==> src/rtl/dmem_arbiter.sv <==
// Shares one data memory between the core datapath and a host/debug port, with a starvation limit for the host.
// Optional statistics counters are built when DMEM_ARB_STATS_EN is defined.
module dmem_arbiter #(
  parameter int unsigned STARVE_LIMIT = 4
) (
  input  logic        clk,
  input  logic        reset,
  input  logic        core_rd,
  input  logic        core_wr,
  input  logic [31:0] core_addr,
  input  logic [31:0] core_wdata,
  output logic [31:0] core_rdata,
  output logic        core_stall,
  input  logic        host_req,
  input  logic        host_we,
  input  logic [31:0] host_addr,
  input  logic [31:0] host_wdata,
  output logic [31:0] host_rdata,
  output logic        host_ack,
  output logic        mem_read,
  output logic        mem_write,
  output logic [31:0] mem_addr,
  output logic [31:0] mem_wdata,
  input  logic [31:0] mem_rdata
`ifdef DMEM_ARB_STATS_EN
  ,
  output logic [15:0] host_grant_cnt,
  output logic [15:0] stall_cycle_cnt
`endif
);

  typedef enum logic [1:0] {IDLE, HOST, ACK} state_t;

  localparam logic [3:0] LIMIT = 4'(STARVE_LIMIT);

  state_t      state, nextState;
  logic [3:0]  starveCnt;
  logic        coreAccess;
  logic        grant;

  assign coreAccess = core_rd | core_wr;
  assign grant      = (state == IDLE) && host_req && (!coreAccess || starveCnt == LIMIT);
  assign core_rdata = mem_rdata;

  always_comb begin
    nextState = state;
    unique case (state)
      IDLE:    if (grant) nextState = HOST;
      HOST:    nextState = ACK;
      ACK:     nextState = IDLE;
      default: nextState = IDLE;
    endcase
  end

  // Reset gates the strobes combinationally so an in-flight host write is dropped in the reset cycle.
  always_comb begin
    mem_read   = core_rd;
    mem_write  = core_wr;
    mem_addr   = core_addr;
    mem_wdata  = core_wdata;
    core_stall = 1'b0;
    host_ack   = 1'b0;
    if (reset) begin
      mem_read  = 1'b0;
      mem_write = 1'b0;
    end else begin
      unique case (state)
        HOST: begin
          mem_read   = !host_we;
          mem_write  = host_we;
          mem_addr   = host_addr;
          mem_wdata  = host_wdata;
          core_stall = coreAccess;
        end
        ACK:     host_ack = 1'b1;
        default: ;
      endcase
    end
  end

  always_ff @(posedge clk) begin
    if (reset) begin
      state      <= IDLE;
      starveCnt  <= '0;
      host_rdata <= '0;
    end else begin
      state <= nextState;
      if (grant)
        starveCnt <= '0;
      else if (state == IDLE && host_req && coreAccess && starveCnt != LIMIT)
        starveCnt <= starveCnt + 4'd1;
      if (state == HOST && !host_we)
        host_rdata <= mem_rdata;
    end
  end

`ifdef DMEM_ARB_STATS_EN
  always_ff @(posedge clk) begin
    if (reset) begin
      host_grant_cnt  <= '0;
      stall_cycle_cnt <= '0;
    end else begin
      if (grant && host_grant_cnt != '1)
        host_grant_cnt <= host_grant_cnt + 16'd1;
      if (core_stall && stall_cycle_cnt != '1)
        stall_cycle_cnt <= stall_cycle_cnt + 16'd1;
    end
  end
`endif

endmodule
==> config.mk <==
export PLATFORM = sky130hd
export DESIGN_NAME = dmem_arbiter
export DESIGN_NICKNAME = d
export VERILOG_FILES = /design/src/rtl/dmem_arbiter.sv
export SDC_FILE = /design/constraint.sdc
export NUM_CORES = 1
export LEC_CHECK = 0
export ABC_AREA = 1
export BUFFER_PORTS_ARGS = -buffer_cell sky130_fd_sc_hd__buf_2
export CELL_PAD_IN_SITES_DETAIL_PLACEMENT = 0
export CELL_PAD_IN_SITES_GLOBAL_PLACEMENT = 2
export CORE_MARGIN = 2
export CORE_UTILIZATION = 12
export DETAILED_ROUTE_END_ITERATION = 10
export PLACE_DENSITY = 0.83
export SETUP_SLACK_MARGIN = 0.2
export SLEW_MARGIN = 30
export SYNTH_ARGS = -nofsm -noshare
export SYNTH_HDL_FRONTEND = slang
export SYNTH_SLANG_ARGS = --single-unit
export TNS_END_PERCENT = 10
==> constraint.sdc <==
create_clock -name clk -period 1.15 [get_ports clk]
set_input_delay 0 -clock clk [delete_from_list [all_inputs] [get_ports clk]]
set_output_delay 0 -clock clk [all_outputs]
set_load 0.1 [all_outputs]
==> results.sh, run 1 <==
export IMPL_vias=3653
export IMPL_multiInputGateArea_sq_um=1700
export IMPL_cts_tree="built"
export IMPL_final_hold_violation_count=0
export IMPL_synthDistinctLibCells=19
export IMPL_yosys_register_bits=38
export IMPL_setup_slack_ps=-461
export IMPL_rows=53
export IMPL_min_path_type="input port to flip-flop"
export IMPL_synth_top_family_by_area="simple AND/OR/NAND/NOR gates"
export IMPL_startpoint_type="flip-flop"
export IMPL_routedWlPerCell_um=12.7
export IMPL_synthesis_area_sq_um=2530
export IMPL_syn_instance_count=429
export IMPL_antenna_found_initial=0
export IMPL_ant_nets=0
export IMPL_cp_data_arrival_time_ps=1610
export IMPL_power_total_uw=6530
export IMPL_cts_clk_slew_worst_paths_ps=60
export IMPL_chipWidth_um=149
export IMPL_rr_startpoint="state[1]"
export IMPL_fillers=2232
export IMPL_synthAdderAreaFrac_pct=0.988
export IMPL_grt_pass1_wl_um=17800
export IMPL_dp_hpwl_um=9640
export IMPL_max_slew_margin_rel_pct=66.1
export IMPL_synth_edf_count=0
export IMPL_grt_pass1_vias=3256
export IMPL_die_y_um=149
export IMPL_synth_compound_area_share_pct=14.0
export IMPL_p_per_area_nw_per_um2=1030
export IMPL_clock_sinks=38
export IMPL_seqCellArea_sq_um=763
export IMPL_post_synth_top_area_fraction_pct=31.0
export IMPL_cts_max_path_buffers=2
export IMPL_num_io_pins=298
export IMPL_via_per_inst=3.66
export IMPL_place_gp_congestion=0.734
export IMPL_start_util_pct=12.1
export IMPL_core_area_sq_um=20900
export IMPL_dr_pass1_iters=4
export IMPL_grt_usage_pct=10.3
export IMPL_dpl_cell_area_sq_um=5580
export IMPL_synth_largest_area_cell="nand2_1"
export IMPL_nets=890
export IMPL_drc=0
export IMPL_finalSetupViolCount=103
export IMPL_fmax_mhz=621
export IMPL_cp_max_fo=3
export IMPL_critPathRequiredTime_ps=1150
export IMPL_p_leak_uw=0.00307
export IMPL_diodes=0
export IMPL_drive_gt1_share_pct=63.2
export IMPL_synthesis_nets=597
export IMPL_synth_xor_area_share_pct=0.346
export IMPL_synth_most_common_cell="nand2_1"
export IMPL_skew_ps=7.89
export IMPL_worst_slew_pin_slew_ps=512
export IMPL_ys_top_cells_by_area="nand2_1 31%, dfxtp_1 30%, buf_4 9.5%"
export IMPL_ys_warn_count=0
export IMPL_netlist_top_cells_count="209 x nand2_1, 41 x inv_1, 39 x a21oi_1"
export IMPL_critical_path_class="flip-flop to output pin"
export IMPL_synth_main_ff_cell="dfxtp_1"
export IMPL_overflow=0
export IMPL_rsz0062_at_grt="yes"
export IMPL_worstSetupEndpointType="output pin"
export IMPL_routed_wirelength_um=12600
export IMPL_final_area_sq_um=6350
export IMPL_status="complete, but fails checks"
export IMPL_syn_area_per_cell_sq_um=5.90
export IMPL_async_flop_share_pct=0
export IMPL_synthMuxAreaShare_pct=0
export IMPL_cts_made_buffers=5
export IMPL_drv_cap=0
export IMPL_synthSimpleGateAreaFrac_pct=33.2
export IMPL_clk_latency_ps=280
export IMPL_ir_worst_vdd_mv=0.764
export IMPL_crit_path_start="state[1]"
export IMPL_violations="setup timing"
export IMPL_hp_start="mem_rdata[0]"
export IMPL_port_buffers=297
export IMPL_dpl_worst_slack_ps=-249
export IMPL_seq_area_frac_synth_pct=30.0
export IMPL_slew_viol_final=0
export IMPL_cts_root_buf="clkbuf_16"
export IMPL_first_iter_violations=127
export IMPL_fin_crit_sh_pct=140
export IMPL_utilization_pct=30.4
export IMPL_die_area_sq_um=22300
export IMPL_grt_max_degree=52
export IMPL_hold_slack_ps=7.67
export IMPL_area_delta_synth_final_pct=151
export IMPL_min_period_ps=1610
export IMPL_cts_max_level=2
routing by layer:
metal  part of all wire (%)  GRT usage [%]  vias to the layer above  wire length [um]
met2                     53           19.0                      173              6690
met3                     10           3.79                        8              1290
met4                   0.67           1.76                        0                85
met1                     36           11.3                     1611              4570
li1                       -              -                     1861                 -
met5                      0              0                        -                 0
stage by stage:
stage               TNS, ps  cells
global route         -43890    998
CTS                  -33890    996
detailed placement   -20880    968
finish               -36120    998
global placement     -20480    968
floorplan            -17590    429
critical path: stages (launching register included):
cell	delay, ps
dfxtp_2	320
inv_2	70
nand2_4	60
buf_4	140
or2_4	250
buf_8	140
a21oi_4	160
buf_12	190
power by group:
part           switching, uW  total [uW]  internal, uW
clock network            566        1810          1250
registers               18.3        1370          1350
logic                   2280        3350          1080
state kept, by name, summed over array words and instances, names as in the netlist:
register	flops
host_rdata	32
starveCnt	4
state	2
final timing paths:
path / end / cells after the start / slack, ps
min: host_rdata[0] / 3 / 8
max reg2reg: host_rdata[26] / 8 / -390
min reg2reg: host_rdata[20] / 2 / 440
max: mem_read / 7 / -460
what timing repair did:
item,4_1_cts,5_1_grt
buffers inserted,2,2
gates resized for setup,90,41
hold buffers,14,0
hold endpoints to repair,14,0
pin swaps,4,2
cloned,4,0
setup endpoints to repair,135,115
cell type report:
type                       instances  share of cell area [%]
tap                              275                    5.42
timing repair buffer             342                    50.2
inverter                          41                    2.54
clock inverter                     3                    1.08
clock buffer                       5                    1.97
multi-input combinational        294                    26.7
sequential                        38                    12.0
cell families (layout without fill, tap and decap cells):
| group | after synthesis | in the layout |
|---|---|---|
| XOR/XNOR | 1 | 1 |
| adder cells (fa/ha/maj) | 2 | 2 |
| AO/OA/AOI/OAI | 71 | 71 |
| flip-flops | 38 | 38 |
| AND/OR/NAND/NOR | 220 | 220 |
| buffers and inverters | 97 | 391 |
placed cells by master, fill, tap and decap left out:
cell type / instances
ha_1: 2
or2_4: 1
inv_8: 1
nand2_4: 7
o21ai_2: 9
o21ai_0: 2
nand2_1: 113
buf_4: 38
xor2_1: 1
a21oi_1: 35
clkbuf_16: 5
dfxtp_1: 36
nor2_4: 2
nand4_1: 1
buf_8: 2
nor2_1: 2
inv_2: 2
inv_1: 38
dfxtp_2: 2
a21oi_4: 3
buf_12: 75
bufinv_16: 2
a21oi_2: 1
buf_2: 197
o21ai_1: 21
buf_16: 4
nand3_1: 1
nand2_8: 6
nand3_2: 2
nor3_4: 1
clkinv_4: 1
dlygate4sd3_1: 14
buf_6: 12
nand2_2: 84
(Power assumes the default switching activity.)
==> run 2, diff against run 1 <==
--- a/config.mk
+++ b/config.mk
@@ -11,6 +11,7 @@
 export CELL_PAD_IN_SITES_GLOBAL_PLACEMENT = 2
 export CORE_MARGIN = 2
 export CORE_UTILIZATION = 12
+export CTS_CLUSTER_DIAMETER = 120
 export DETAILED_ROUTE_END_ITERATION = 10
 export PLACE_DENSITY = 0.83
 export SETUP_SLACK_MARGIN = 0.2
==> constraint.sdc (replaced) <==
create_clock -name clk -period 1.4 [get_ports clk]
set_input_delay 0 -clock clk [delete_from_list [all_inputs] [get_ports clk]]
set_output_delay 0 -clock clk [all_outputs]
set_load 0.1 [all_outputs]
==> run 2 against run 1 <==
  * First-iteration DRC count down 36%
  * Sequential share of layout area is essentially flat
  * The flow finishes with violations (hold timing, setup timing)
  * Critical path depth is the same
  * Die area unchanged
  * Non-clock buffer count rose by 4
  * Critical path type unchanged
  * Clock power down 28%
  * Design area is 0.35% higher
  * Largest power group unchanged
==> results.sh, run 2 (synthesis results as in run 1) <==
export IMPL_cp_data_arrival_time_ps=1620
export IMPL_dr_pass1_iters=4
export IMPL_area_delta_synth_final_pct=151
export IMPL_place_inst=962
export IMPL_num_io_pins=298
export IMPL_place_gp_congestion=0.698
export IMPL_grt_pass1_wl_um=19000
export IMPL_dpl_worst_slack_ps=-29.3
export IMPL_p_per_area_nw_per_um2=817
export IMPL_whs_endpoint="host_rdata[25]"
export IMPL_min_path_type="input port to flip-flop"
export IMPL_setup_slack_ps=-218
export IMPL_path_delay_family="buffers and inverters"
export IMPL_final_hold_violation_count=1
export IMPL_critical_path_depth=7
export IMPL_worst_slew_pin_slew_ps=513
export IMPL_fin_cells=1004
export IMPL_startpoint_type="flip-flop"
export IMPL_chipWidth_um=149
export IMPL_status="complete, but fails checks"
export IMPL_vias=3702
export IMPL_rsz0062_at_grt="yes"
export IMPL_slew_viol_final=0
export IMPL_r2r_end="host_rdata[3]"
export IMPL_die_area_sq_um=22300
export IMPL_antenna_found_initial=2
export IMPL_crit_path_cell_trace="inv_2 > nand2_4 > buf_12 > or2_4 > buf_6 > a21oi_4 > buf_12"
export IMPL_min_period_ps=1620
export IMPL_cts_max_path_buffers=2
export IMPL_nets=894
export IMPL_via_per_inst=3.69
export IMPL_ant_nets=0
export IMPL_die_y_um=149
export IMPL_cts_made_buffers=5
export IMPL_crit_top_cell="buf_12"
export IMPL_routedWlPerCell_um=13.3
export IMPL_hold_slack_ps=-8.17
export IMPL_cp_num_buf_inv=4
export IMPL_overflow=0
export IMPL_max_flop_register="host_rdata"
export IMPL_utilization_pct=30.5
export IMPL_dp_hpwl_um=10200
export IMPL_clock_sinks=38
export IMPL_slowest_stage="dfxtp_2"
export IMPL_holdPathStages=3
export IMPL_grt_usage_pct=11.0
export IMPL_grt_max_degree=49
export IMPL_port_buffers=297
export IMPL_largest_register_ff_count=32
export IMPL_clk_latency_ps=280
export IMPL_cts_tree="built"
export IMPL_critPathRequiredTime_ps=1400
export IMPL_cts_root_buf="clkbuf_16"
export IMPL_routed_wirelength_um=13300
export IMPL_hp_start="mem_rdata[25]"
export IMPL_slowest_delay_ps=320
export IMPL_first_iter_violations=81
export IMPL_top_regs="host_rdata (32), starveCnt (4), state (2)"
export IMPL_max_slew_margin_rel_pct=66.0
export IMPL_start_util_pct=12.1
export IMPL_ir_worst_vdd_mv=0.486
export IMPL_finalSetupTns_ps=-11710
export IMPL_fin_crit_sh_pct=116
export IMPL_cts_max_level=2
export IMPL_violations="hold timing, setup timing"
export IMPL_most_common_layout_cells="230 x buf_2, 121 x nand2_1, 76 x buf_12"
export IMPL_critical_path_class="flip-flop to output pin"
export IMPL_core_area_sq_um=20900
export IMPL_finalSetupViolCount=70
export IMPL_drive_gt1_share_pct=61.8
export IMPL_ff2ff_setup_slack_ps=0
export IMPL_reg2reg_depth=7
export IMPL_fmax_mhz=618
export IMPL_drc=0
export IMPL_drv_cap=0
export IMPL_worstSetupEndpointType="output pin"
export IMPL_crit_path_start="state[1]"
export IMPL_rows=53
export IMPL_cp_max_fo=5
export IMPL_cts_clk_slew_worst_paths_ps=60
export IMPL_p_leak_uw=0.00316
export IMPL_skew_ps=6.14
export IMPL_rr_startpoint="state[1]"
export IMPL_grt_pass1_vias=3528
export IMPL_final_common_cell="buf_2"
-- run 2: cell types whose count changed in the layout (fill, tap and decap cells not counted), sizes merged --
cell         delta
buf             -7
dlygate4sd3     +8
diode           +2
clkinvlp        +1
bufinv          -1
clkinv          -1
clkbuf          +4
-- run 2: stage by stage --
step / total power (uW) / cell area, sq um
final: 5210 / 6370
after global routing: 5420 / 6360
after CTS: 5260 / 6120
after detailed placement: 3790 / 5490
after global placement: 3790 / 5490
after floorplan: 2900 / 2840
-- run 2: worst register-to-register path: stages, from the launching register on --
cell and delay [ps]:
dfxtp_2 320, inv_2 70, nand2_4 70, buf_12 130, or2_4 260, buf_12 200
o21ai_2 180, a21oi_1 50
-- run 2: area by class of cell --
type	instances	area, sq um
Multi-Input combinational cell	294	1760
Inverter	41	161
Antenna cell	2	5.00
Fill cell	2217	14500
Sequential cell	38	763
Timing Repair Buffer	346	3170
Clock buffer	6	129
Tap cell	275	344
Clock inverter	2	37.5
-- run 2: power by group --
group          switching, uW  internal, uW  leakage, uW
Combinational           1890           886      0.00278
Clock                    466           842    0.0000771
Sequential              12.8          1110     0.000309
-- run 2: worst max-delay path by stage --
stage	endpoint	slack (ps)
after floorplan	host_ack	-140
after global placement	host_rdata[8]	10
after detailed placement	host_rdata[8]	-30
after CTS	mem_addr[0]	-230
after global routing	mem_wdata[4]	-300
final	mem_read	-220
-- run 2: metal layers --
metal / vias up / global-route usage, % / routed length, um
li1: 1879 / - / -
met1: 1622 / 11.8 / 4780
met2: 190 / 20.9 / 6960
met3: 11 / 3.52 / 1430
met4: 0 / 2.38 / 136
met5: - / 0 / 0
-- run 2: repair_timing --
action / in CTS / in global routing
pin swaps: 38 / 13
setup buffers: 2 / 2
hold endpoints to repair: 22 / 0
gates resized for setup: 66 / 49
endpoints found under the setup margin: 103 / 104
cloned: 3 / 3
hold buffers: 22 / 0
